==> config.mk <==
export PLATFORM = sky130hd
export DESIGN_NAME = axi_rd_arbiter
export DESIGN_NICKNAME = d
export VERILOG_FILES = /design/src/rtl/axi_rd_arbiter.sv
export SDC_FILE = /design/constraint.sdc
export NUM_CORES = 1
export LEC_CHECK = 0
export ABC_CLOCK_PERIOD_IN_PS = 3400
export CAP_MARGIN = 5
export CORE_UTILIZATION = 31
export DETAILED_ROUTE_END_ITERATION = 16
export GPL_TIMING_DRIVEN = 1
export PLACE_DENSITY = 0.87
export REMOVE_ABC_BUFFERS = 1
export SLEW_MARGIN = 10
export SYNTH_ARGS = -nofsm -noshare
export SYNTH_HDL_FRONTEND = slang
export SYNTH_SLANG_ARGS = --single-unit
==> constraint.sdc <==
create_clock -name clk -period 3.4 [get_ports clk]
set_clock_uncertainty 0.05 [all_clocks]
set_input_delay 0.68 -clock clk [delete_from_list [all_inputs] [get_ports clk]]
set_output_delay 0.68 -clock clk [all_outputs]
set_load 0.02 [all_outputs]
==> src/rtl/axi_rd_arbiter.sv <==
// Two-master AXI read-address/read-data arbiter in front of one shared read slave.
// Round-robin grant with one burst outstanding; flags bursts whose rlast disagrees with arlen.
module axi_rd_arbiter #(
  parameter int AXI_ADDR_WIDTH = 32,
  parameter int AXI_DATA_WIDTH = 32
) (
  input  logic                        clk,
  input  logic                        rst,
  input  logic [1:0]                  m_arvalid,
  input  logic [2*AXI_ADDR_WIDTH-1:0] m_araddr,
  input  logic [15:0]                 m_arlen,
  output logic [1:0]                  m_arready,
  output logic [1:0]                  m_rvalid,
  output logic [AXI_DATA_WIDTH-1:0]   m_rdata,
  output logic [1:0]                  m_rresp,
  output logic [1:0]                  m_rlast,
  input  logic [1:0]                  m_rready,
  output logic                        s_arvalid,
  output logic [AXI_ADDR_WIDTH-1:0]   s_araddr,
  output logic [7:0]                  s_arlen,
  input  logic                        s_arready,
  input  logic                        s_rvalid,
  input  logic [AXI_DATA_WIDTH-1:0]   s_rdata,
  input  logic [1:0]                  s_rresp,
  input  logic                        s_rlast,
  output logic                        s_rready,
  output logic [1:0]                  gnt,
  output logic                        busy,
  output logic                        proto_err
);

  typedef enum logic [1:0] {IDLE, ADDR, DATA} state_t;

  state_t                      state_q, state_d;
  logic [1:0]                  gnt_q, gnt_d;
  logic                        prio_q, prio_d;
  logic [7:0]                  beat_cnt_q, beat_cnt_d;
  logic [7:0]                  len_q, len_d;
  logic                        proto_err_q, proto_err_d;
  logic                        g;
  logic                        rd_hs;
  logic [AXI_ADDR_WIDTH-1:0]   sel_addr;
  logic [7:0]                  sel_len;

  // Ties go to the master named by prio; a lone requester always wins.
  function automatic logic [1:0] pick_winner(input logic [1:0] req, input logic p);
    logic [1:0] w;
    case (req)
      2'b01:   w = 2'b01;
      2'b10:   w = 2'b10;
      2'b11:   w = p ? 2'b10 : 2'b01;
      default: w = 2'b00;
    endcase
    return w;
  endfunction

  assign g        = gnt_q[1];
  assign sel_addr = g ? m_araddr[AXI_ADDR_WIDTH +: AXI_ADDR_WIDTH] : m_araddr[0 +: AXI_ADDR_WIDTH];
  assign sel_len  = g ? m_arlen[15:8] : m_arlen[7:0];

  always_comb begin
    state_d     = state_q;
    gnt_d       = gnt_q;
    prio_d      = prio_q;
    beat_cnt_d  = beat_cnt_q;
    len_d       = len_q;
    proto_err_d = proto_err_q;
    m_arready   = 2'b00;
    m_rvalid    = 2'b00;
    m_rlast     = 2'b00;
    m_rdata     = '0;
    m_rresp     = 2'b00;
    s_arvalid   = 1'b0;
    s_araddr    = '0;
    s_arlen     = 8'd0;
    s_rready    = 1'b0;
    rd_hs       = 1'b0;

    case (state_q)
      IDLE: begin
        if (|m_arvalid) begin
          gnt_d   = pick_winner(m_arvalid, prio_q);
          state_d = ADDR;
        end
      end

      ADDR: begin
        s_arvalid = m_arvalid[g];
        s_araddr  = sel_addr;
        s_arlen   = sel_len;
        m_arready = g ? {s_arready, 1'b0} : {1'b0, s_arready};
        if (m_arvalid[g] && s_arready) begin
          len_d      = sel_len;
          beat_cnt_d = 8'd0;
          state_d    = DATA;
        end
      end

      DATA: begin
        s_rready = m_rready[g];
        m_rvalid = g ? {s_rvalid, 1'b0} : {1'b0, s_rvalid};
        m_rlast  = g ? {s_rlast, 1'b0} : {1'b0, s_rlast};
        m_rdata  = s_rdata;
        m_rresp  = s_rresp;
        rd_hs    = s_rvalid && m_rready[g];
        if (rd_hs) begin
          beat_cnt_d = beat_cnt_q + 8'd1;
          // A length mismatch is only reported; rlast alone closes the burst.
          if (s_rlast != (beat_cnt_q == len_q)) proto_err_d = 1'b1;
          if (s_rlast) begin
            state_d = IDLE;
            gnt_d   = 2'b00;
            prio_d  = ~g;
          end
        end
      end

      default: state_d = IDLE;
    endcase
  end

  always_ff @(posedge clk) begin
    if (rst) begin
      state_q     <= IDLE;
      gnt_q       <= 2'b00;
      prio_q      <= 1'b0;
      beat_cnt_q  <= 8'd0;
      len_q       <= 8'd0;
      proto_err_q <= 1'b0;
    end else begin
      state_q     <= state_d;
      gnt_q       <= gnt_d;
      prio_q      <= prio_d;
      beat_cnt_q  <= beat_cnt_d;
      len_q       <= len_d;
      proto_err_q <= proto_err_d;
    end
  end

  assign gnt       = gnt_q;
  assign busy      = (state_q != IDLE);
  assign proto_err = proto_err_q;

endmodule

== Word level (Yosys, flattened, before mapping) ==
Cells that the tools add are included.
Storage, ports and cells
  ROM bits: 0
  memories: 0
  flip-flop bits (word level): 22
  word-level logic and storage cells: 63
  input port bits: 123
  output and inout port bits: 86
  bits in latches: 0
  bits in writable memories: 0
Operators by class
  order comparisons: 1
  bitwise gates (word level): 1
  $mul: 0
  shift operators: 0
  $add $sub $neg: 1
  eq/ne operators: 11
  reductions and logical operators: 13
  muxes and demuxes: 30
  divide/modulo/power cells: 0
Operators by type and width (count)
  $mux W32: 3
  $mux W8: 4
  $mux W2: 13
  $pmux W8 S2: 1
  $pmux W2 S3: 2
  $reduce_and A3 Y1: 3
  $add A8 B1 Y8 const B: 1
  $eq A8 B8 Y1: 1
  $ne A2 B2 Y1 const B: 4
  $reduce_and A4 Y1: 2
  $eq A2 B2 Y1 const B: 3
  $mux W1: 6
  $reduce_bool A2 Y1: 3
  $eq A2 B1 Y1 const B: 2
  $pmux W2 S2: 1
  $logic_and A1 B1 Y1: 2
  $logic_not A2 Y1: 1
  $lt A1 B2 Y1 const B: 1
  $reduce_and A2 Y1: 1
  $reduce_or A2 Y1: 1
  $ne A1 B1 Y1: 1
  $not A1 Y1: 1

== Longest topological paths before layout ==
  depth after elaboration: 5
  mapped depth: 6
  gate-level depth less buffers: 5

== Least setup slack after synthesis ==
Ideal clock, no wire load.
  path kind: register -> output
  start point: register gnt_q[1] (netlist: gnt[1])
  end point: output port s_araddr[10]
  stages on the path, launching flop included: 6
  arrival: 1.527 ns
  required time: 2.670 ns
  slack: 1.143 ns
  buffers on the path: 3
  path through: dfxtp_1 > buf_4 > buf_2 > buf_2 > mux2i_1 > nor2_1
Between the ends
  longest elaborated chain between the ends: 2
RTL lines
  start: declaration: line 35  | logic [1:0] gnt_q, gnt_d;
  start signal: assignment: line 132  | gnt_q <= gnt_d;
  $mux W32: line 58  | assign sel_addr = g ? m_araddr[AXI_ADDR_WIDTH +: AXI_ADDR_WIDTH] : m_araddr[0 +: AXI_ADDR_WIDTH];
  $mux W32: line 79  | case (state_q)
  end: declaration: line 19  | output logic [AXI_ADDR_WIDTH-1:0] s_araddr,
No other way between the ends.

== Worst setup path in the final report ==
  start point: input port s_arready
  end point: output port m_arready[0]
Between the ends
  longest elaborated chain between the ends: 2
RTL lines
  start: declaration: line 21  | input logic s_arready,
  $mux W2: line 91  | m_arready = g ? {s_arready, 1'b0} : {1'b0, s_arready};
  $mux W2: line 79
  end: declaration: line 12  | output logic [1:0] m_arready,
No other way between the ends.

==> run metrics <==
outcome=finished clean; RD Place Congestion=between 0.8 and 0.9; commonest cells in the netlist=nor2_1 (51), mux2i_1 (42), and2_1 (38); post-cts sizing count=0; DP HPWL=between 6000 and 7000 um; post-synth top area share=between 20% and 30%; fin worst setup slack=around 0.46 ns; commonest register cell after synthesis=dfxtp_1; EDFF count, synth=0; initial core utilization=around a third; vias=approximately 2,600; critical path capture point type=primary output; Diodes inserted=0; Area Overhead vs Synth=112%; H-tree Lvls=1; Final Cell Area=just over 4000 um2; largest net degree at the start of global routing=42; hold depth=2; Worst Setup SP=s_arready; width of the die=81.4 um; DRC viols=0; share of flip-flops with an asynchronous set or reset=0%; IO Count=~210; Port Buffers=208; CP required=approximately 2.7 ns; Syn Area/Cell=a little under 8 um2; initial DRC count=98; placed cells=~520; core area=~6000 um2; max-slew violation count=0; largest area contributor in the netlist=dfxtp_1; antenna-violating nets left=0; Worst Reg-to-Reg Cells=4; worst hold start=beat_cnt_q[7]; synthesis warning total=0; fin crit share=~86%; sequential fraction of the synthesis area=~23%; maximum fanout along the worst path=4; CTS Root Cell=clkbuf_8; CTS tree=yes; mapped cell area=between 1500 and 2000 um2; Rows=28; # Post-CTS Setup Buffers=0; final cell count without fillers=about 530; Layout Nets=approximately 580; Simple-Gate Fraction of Synth Area=between 30% and 40%; #FFs+latches synth=22; vias in the first global route=~2,400; fin crit period=~2.9 ns; worst-margin pin slew=between 0.6 and 0.7 ns; fmax=~0.34 GHz; critical path data arrival time=2.21 ns; HP Class=flip-flop to flip-flop; clk_lat worst skew=roughly 0.26 ns; detailed-route vias per instance=4.93; Cell variety after synth=44; unrepaired setup endpoints after global routing=false; Total GRT Usage=21.9%; Slew headroom=between 50 and 60%; Area contributors post-synth=dfxtp_1 (23%), mux2i_1 (21%), and2_1 (12%); pwr dens=213 nW/um2; endpoints failing hold=0; DP Worst Slack=between 0.4 and 0.5 ns; Num CTS Buffers=3; Area after DPL=a little over 4000 um2; drt total wl=approximately 7500 um; Setup TNS=0 ns; Die Y-Extent=roughly 81 um; layout cell share with drive strength beyond 1=between 3 and 4%; initial antenna violation count=0; die area=around 6600 um2; first-pass GRT wire length=11,300 um; clk sinks=22; Leakage=between 0.0015 and 0.002 uW; CTS hold repair buffers=0; TritonRoute pass-1 iters=4; synthesized instance count=between 200 and 300; Synth Area in Compound Gates=roughly a tenth; # fillers=roughly 480; Startpoint Class=input port; WS Path Type=input port to primary output; adder-cell share of the synthesized area=0.640%; Post-Synth XOR/XNOR Area=5.37%; Avg WL per Cell=~14 um; count leader, synth=nor2_1; share of synthesized area spent on multiplexers=between 20% and 30%; Setup violations, final=0; RR Startpoint=gnt[1]; clock-pin slew on the worst setup and hold paths=~0.070 ns; clk buf depth=2; gr ovfl total=0; VDD IR max=approximately 140 uV; largest family of logic cells by synthesized area=simple AND/OR/NAND/NOR gates; Max-Cap Viols=0
cell type report:
class	count	area (um2)	share of cell area, %
repair buffers	213	2130	51.4
multi-input cells	207	1420	34.3
flip-flops and latches	22	442	10.6
well taps	75	93.8	2.26
clock buffers	3	41.3	0.995
inverters	5	18.8	0.452
routing by layer:
layer	track usage [%]	wire length, um
met2	42.5	4090
met5	0	0
met1	22.5	2570
met3	5.22	596
met4	7.86	218
report_power, final:
group          internal [uW]  switching, uW  leakage (uW)
Clock                   78.9           76.7     0.0000216
Sequential               265           12.7      0.000179
Combinational            264            185       0.00132
Total                    608            275       0.00152
placed cells by master (no fill, tap or decap), types with 4 or more instances in the layout:
cell,synthesis,final
a22o_1,8,8
and2_1,38,38
buf_4,1,4
clkdlybuf4s50_1,0,208
dfxtp_1,22,21
inv_1,5,5
mux2i_1,42,42
nand2_1,5,5
nand3_1,4,4
nor2_1,51,51
nor3_1,7,7
nor4_1,4,4
xnor2_1,11,11
critical path, cell delays in order:
cell	delay, ns
clkdlybuf4s50_1	0.49
and3b_1	0.27
nor2b_1	0.16
clkdlybuf4s50_1	0.61
sequential cells by signal, summed over array words and instances, names as in the netlist:
register    flops
beat_cnt_q      8
len_q           8
gnt             2
state_q         2
prio_q          1
proto_err       1
stage by stage:
stage               hold slack, ns  util, %  total power, uW
floorplan                    0.414        -              462
CTS                          0.455     69.3              888
detailed placement           0.439     68.6              737
global route                 0.481     69.3              930
finish                       0.451     69.3              883
global placement             0.425     68.6              728
worst paths after layout:
check / endpoint / slack, ns
worst max-delay path: m_arready[0] / 0.46
worst min-delay path: beat_cnt_q[7] / 0.45
worst max register to register: beat_cnt_q[4] / 1.43
worst min register to register: beat_cnt_q[7] / 0.45
kinds of logic (layout without fill, tap and decap cells):
family          Yosys count  after routing
compound gates           23             23
xor+xnor                 12             12
flops                    22             22
buf+inv                  22            221
simple gates            127            127
fa+ha+maj                 1              1
mux                      44             44
Note: power is estimated with default switching activity, not from simulation.
